$ cat src/rtl/uart_tx_serializer.sv
// uart_tx_serializer: 8-bit UART transmit engine (8N1, or 8E1 when built with
// UART_TX_PARITY_EN defined). A byte is accepted on a valid/ready handshake,
// then sent LSB-first at a runtime baud divisor of N = max(baud_div, 1) clocks
// per bit. busy/done let the register block derive its status from the line.
module uart_tx_serializer #(
  parameter int DIV_W  = 16,
  parameter int DATA_W = 8
) (
  input  logic              clk,
  input  logic              reset_n,
  input  logic [DIV_W-1:0]  baud_div,
  input  logic              s_valid,
  input  logic [DATA_W-1:0] s_data,
  output logic              s_ready,
  output logic              tx,
  output logic              busy,
  output logic              done
);

  localparam int BC_W = $clog2(DATA_W);
  localparam logic [BC_W-1:0] LAST_BIT = BC_W'(DATA_W - 1);

`ifdef UART_TX_PARITY_EN
  typedef enum logic [2:0] {IDLE, START, DATA, PARITY, STOP} state_t;
`else
  typedef enum logic [2:0] {IDLE, START, DATA, STOP} state_t;
`endif

  // Control state (reset)
  state_t            state_q, state_d;
  logic              tx_q, tx_d;
  logic              ready_q, ready_d;
  logic              busy_q, busy_d;
  logic              done_q, done_d;
  logic [DIV_W-1:0]  cnt_q, cnt_d;
  logic [BC_W-1:0]   bit_cnt_q, bit_cnt_d;

  // Datapath state (not reset; always reloaded on handshake)
  logic [DATA_W-1:0] shift_q, shift_d;
  logic [DIV_W-1:0]  div_q, div_d;
`ifdef UART_TX_PARITY_EN
  logic              parity_q, parity_d;
`endif

  logic [DIV_W-1:0]  load_div;

  // Next-state logic: the baud counter holds N-1 on entry to every bit and
  // the bit ends on the cycle it reads zero, so N=1 gives one clock per bit.
  always_comb begin
    state_d   = state_q;
    tx_d      = tx_q;
    cnt_d     = cnt_q;
    bit_cnt_d = bit_cnt_q;
    shift_d   = shift_q;
    div_d     = div_q;
`ifdef UART_TX_PARITY_EN
    parity_d  = parity_q;
`endif
    load_div  = (baud_div == '0) ? '0 : baud_div - 1'b1;

    case (state_q)
      IDLE: begin
        tx_d = 1'b1;
        if (s_valid && ready_q) begin
          state_d   = START;
          tx_d      = 1'b0;
          cnt_d     = load_div;
          div_d     = load_div;
          shift_d   = s_data;
          bit_cnt_d = '0;
`ifdef UART_TX_PARITY_EN
          parity_d  = ^s_data;
`endif
        end
      end
      START: begin
        if (cnt_q == '0) begin
          state_d   = DATA;
          tx_d      = shift_q[0];
          cnt_d     = div_q;
          bit_cnt_d = '0;
        end else begin
          cnt_d = cnt_q - 1'b1;
        end
      end
      DATA: begin
        if (cnt_q == '0) begin
          cnt_d = div_q;
          if (bit_cnt_q == LAST_BIT) begin
`ifdef UART_TX_PARITY_EN
            state_d = PARITY;
            tx_d    = parity_q;
`else
            state_d = STOP;
            tx_d    = 1'b1;
`endif
          end else begin
            bit_cnt_d = bit_cnt_q + 1'b1;
            shift_d   = shift_q >> 1;
            tx_d      = shift_q[1];
          end
        end else begin
          cnt_d = cnt_q - 1'b1;
        end
      end
`ifdef UART_TX_PARITY_EN
      PARITY: begin
        if (cnt_q == '0) begin
          state_d = STOP;
          tx_d    = 1'b1;
          cnt_d   = div_q;
        end else begin
          cnt_d = cnt_q - 1'b1;
        end
      end
`endif
      STOP: begin
        if (cnt_q == '0) begin
          state_d = IDLE;
          tx_d    = 1'b1;
        end else begin
          cnt_d = cnt_q - 1'b1;
        end
      end
      default: begin
        state_d = IDLE;
        tx_d    = 1'b1;
      end
    endcase

    // Outputs are registered from the next state so they line up with it.
    done_d  = (state_d == STOP) && (cnt_d == '0);
    busy_d  = (state_d != IDLE);
    ready_d = (state_d == IDLE);
  end

  // Control registers with synchronous active-low reset; a mid-frame reset
  // drops the line high on the same edge and suppresses done.
  always_ff @(posedge clk) begin
    if (!reset_n) begin
      state_q   <= IDLE;
      tx_q      <= 1'b1;
      ready_q   <= 1'b1;
      busy_q    <= 1'b0;
      done_q    <= 1'b0;
      cnt_q     <= '0;
      bit_cnt_q <= '0;
    end else begin
      state_q   <= state_d;
      tx_q      <= tx_d;
      ready_q   <= ready_d;
      busy_q    <= busy_d;
      done_q    <= done_d;
      cnt_q     <= cnt_d;
      bit_cnt_q <= bit_cnt_d;
    end
  end

  // Datapath registers: payload shifter and latched divisor.
  always_ff @(posedge clk) begin
    shift_q  <= shift_d;
    div_q    <= div_d;
`ifdef UART_TX_PARITY_EN
    parity_q <= parity_d;
`endif
  end

  assign s_ready = ready_q;
  assign tx      = tx_q;
  assign busy    = busy_q;
  assign done    = done_q;

endmodule

$ cat config.mk
export PLATFORM = sky130hd
export DESIGN_NAME = uart_tx_serializer
export DESIGN_NICKNAME = d
export VERILOG_FILES = /design/src/rtl/uart_tx_serializer.sv
export SDC_FILE = /design/constraint.sdc
export NUM_CORES = 1
export LEC_CHECK = 0
export ABC_AREA = 1
export CORE_AREA = 4 4 88 90
export DETAILED_ROUTE_END_ITERATION = 8
export DIE_AREA = 0 0 92 94
export PLACE_DENSITY = 0.74
export SYNTH_ARGS = -nofsm -noshare
export SYNTH_HDL_FRONTEND = slang
export SYNTH_SLANG_ARGS = --single-unit
$ cat constraint.sdc
create_clock -name clk -period 2.4 [get_ports clk]
set_input_delay 0.48 -clock clk [delete_from_list [all_inputs] [get_ports clk]]
set_output_delay 0.48 -clock clk [all_outputs]
set_load 0.01 [all_outputs]
==> qor.tcl <==
set qor(required_ns) 2.65
set qor(worst-r2r-setup-slack_ns) 0.22
set qor(chipHeight_um) 94
set qor(worst_hold_startpoint) {bit_cnt_q[1]$_SDFFE_PN0P_}
set qor(grt_overflow_total) 0
set qor(finalWorstSetupSlack_ns) 0.176
set qor(syn_inst) 520
set qor(path_class) {input pin to flip-flop}
set qor(detailedRoute.firstPassIterationCount) 5
set qor(yosysWarningCount) 0
set qor(gp_congestion) 0.984
set qor(max_h_tree_level) 2
set qor(leakagePower_nw) 2.20
set qor(detailed_place_hpwl_mm) 7.80
set qor(post_cts_hold_buffer_count) 0
set qor(cp_capture_point) {done$_SDFF_PN0_}
set qor(yosys.cell_types.count) 37
set qor(clk_pin_slew_ns) 0.09
set qor(maxSlewViolCount) 0
set qor(fillerInstances) 652
set qor(outcome) {finished clean}
set qor(worst_skew_pair.late_latency_ns) 0.31
set qor(numPortBuffers) 30
set qor(die_area_um2) 8650
set qor(grt_max_degree) 17
set qor(cts_setup_buffers) 0
set qor(wl_per_cell_um) 13.6
set qor(worst-path-max-fanout) 6
set qor(totalWireLength_mm) 9.68
set qor(rr_endpoint) {shift_q[2]$_DFFE_PP_}
set qor(synth_top_area_share_pct) 21.1
set qor(max_clock_freq_mhz) 450
set qor(timing.reg2reg.worst_path_depth) 10
set qor(die_x_um) 92
set qor(global_route_usage_over_all_layers_pct) 23.7
set qor(timing.critical_path.from_type) {input pin}
set qor(part_of_the_yosys_area_used_for_sequential_elements_pct) 36.3
set qor(synth_area_leaders) {edfxtp_1 (21%), nand2_1 (17%), dfxtp_1 (15%), inv_1 (7.7%), nor2_1 (7.5%)}
set qor(first_global_vias) 3469
set qor(placed_cells_incl_taps) 705
set qor(worst_ep_arrival_time_ns) 2.48
set qor(first_iter_violations) 184
set qor(netlist.top_cell.by_area) {edfxtp_1}
set qor(setup_skew_ns) 0.00918
set qor(synth.net_count) 551
set qor(synth-seq-cells) 50
set qor(remaining_drc_errors) 0
set qor(ctsLongestPathBuffers) 2
set qor(core_region_area_um2) 7060
set qor(placementRows) 31
set qor(period_minus_slack_ns) 2.22
set qor(final_net_count) 644
set qor(critical_path.reg2reg.startpoint) {cnt_q[0]$_SDFF_PN0_}
set qor(mappedNetlistArea_um2) 3420
set qor(cell_area_power_density_nw_per_um2) 474
set qor(commonest_cells_after_routing_fill_and_taps_aside) {nand2_1 (157), inv_1 (70), buf_4 (66)}
set qor(multiInputGateArea_um2) 1900
set qor(post_route_cells_drive_above_1_share_pct) 17.3
set qor(dp_slack_ns) -0.236
set qor(clock_tree_from_tritoncts) {built}
set qor(stdcell_count) 713
set qor(hold_viol) 0
set qor(holdCritPathClass) {flip-flop to flip-flop}
set qor(detailroute.via_count) 3643
set qor(grt_pass1_wl_mm) 16.3
set qor(numCtsBuffers) 5
set qor(power.total_mw) 2.11
set qor(ports_placed_on_the_boundary) 31
set qor(unrepaired_setup_endpoints_after_global_routing) {no}
set qor(cp-end-kind) {flip-flop}
set qor(number_of_sinks_driven_by_the_clock_tree) 50
set qor(area_delta_synth_final_pct) 30.1
set qor(max-cap-violations) 0
set qor(ff_latch_area_um2) 1240
set qor(fin_tns_setup_ns) 0
set qor(cts.root.buffer_cell) {clkbuf_8}
set qor(initial_core_util_pct) 48.5
set qor(period_share_pct) 92.7
set qor(via_per_inst) 5.11
set qor(layout.cells.most_common) {nand2_1}
set qor(synthesis.area_per_instance_um2) 6.58
set qor(antenna_left) 0
set qor(crit_start) {baud_div[0]}
set qor(initial_antenna_violation_count) 0
set qor(finalSetupViolations) 0
set qor(diode_insertion_count_for_antenna_repair) 0
set qor(layout.core_utilization_pct) 63.1
set qor(peakVddDrop_mv) 0.302
## per-stage QoR
step                hold slack, ns  cell area (um^2)
CTS                          0.489              4410
floorplan                    0.449              3430
global placement             0.451              4310
finish                       0.485              4450
detailed placement           0.477              4310
global route                 0.514              4450
## Yosys cell counts (all sizes together)
cell,instances
a211oi,1
buf,5
xor2,7
o211ai,5
nand3b,5
and2,1
a21o,1
xnor2,1
nand4,12
nor4,1
clkbuf,6
conb,1
clkinv,2
inv,72
o21bai,3
o21ai,25
o211a,1
nor3,4
ha,4
a31oi,1
nand3,48
nand2,161
dfxtp,26
or2,1
nor2,79
a21oi,23
edfxtp,24
## logic make-up (layout without fill, tap and decap cells)
kind of cell,after synthesis,count (layout),share of synthesized area (%)
buf+inv,85,179,9.95
xor+xnor,8,8,2.05
other cells,1,1,0.110
flops,50,50,36.3
fa+ha+maj,4,4,1.46
compound gates,60,60,9.84
simple gates,312,312,40.3
## critical path: stages
cell,delay (ns)
clkdlybuf4s50_1,0.42
inv_1,0.11
ha_4,0.15
nand3_2,0.11
nor2_4,0.14
nand2_4,0.10
buf_12,0.15
inv_2,0.07
nor2_1,0.06
nand2_1,0.08
nand2_1,0.06
inv_1,0.05
nand2_1,0.06
nand2_1,0.09
nand2_1,0.07
nor2_2,0.12
nand3_1,0.08
nor2_1,0.08
## what timing repair did
| item | CTS | global route |
|---|---|---|
| endpoints found under the setup margin | 0 | 1 |
| endpoints found under the hold margin | 0 | 0 |
| resized for setup | 0 | 10 |
## metal layers
layer / wire length (um) / track usage [%]
met5: 0 / 0
met4: 152 / 6.81
met3: 606 / 4.89
met2: 4580 / 39.1
met1: 4340 / 31.6
## how the worst min path moves through the flow
stage                                 to  slack [ns]  depth (start not counted)
6_report       bit_cnt_q[1]$_SDFFE_PN0P_        0.48                          2
5_1_grt        bit_cnt_q[1]$_SDFFE_PN0P_        0.51                          2
4_1_cts        bit_cnt_q[1]$_SDFFE_PN0P_        0.49                          2
3_5_place_dp   bit_cnt_q[1]$_SDFFE_PN0P_        0.48                          2
3_3_place_gp             tx$_SDFFE_PN1P_        0.45                          2
2_1_floorplan  bit_cnt_q[1]$_SDFFE_PN0P_        0.45                          2
## where the power goes
part	internal [mW]	total, mW	switching [mW]
combinational	0.248	0.601	0.352
sequential	0.942	0.973	0.0316
clock	0.238	0.537	0.299
total	1.43	2.11	0.683
## registers in the layout, summed over array words and instances (netlist names)
register	cells
tx	1
state_q	3
bit_cnt_q	3
s_ready	1
cnt_q	16
busy	1
shift_q	8
done	1
div_q	16
## layout make-up
cell class / count / share of cell area [%]
clock buffer: 6 / 1.85
clock inverter: 2 / 0.365
inverter: 74 / 6.24
multi-input combinational: 385 / 42.6
sequential: 50 / 27.9
tap: 99 / 2.78
timing repair buffer: 97 / 18.3
Power figures use the tool's default switching activity.
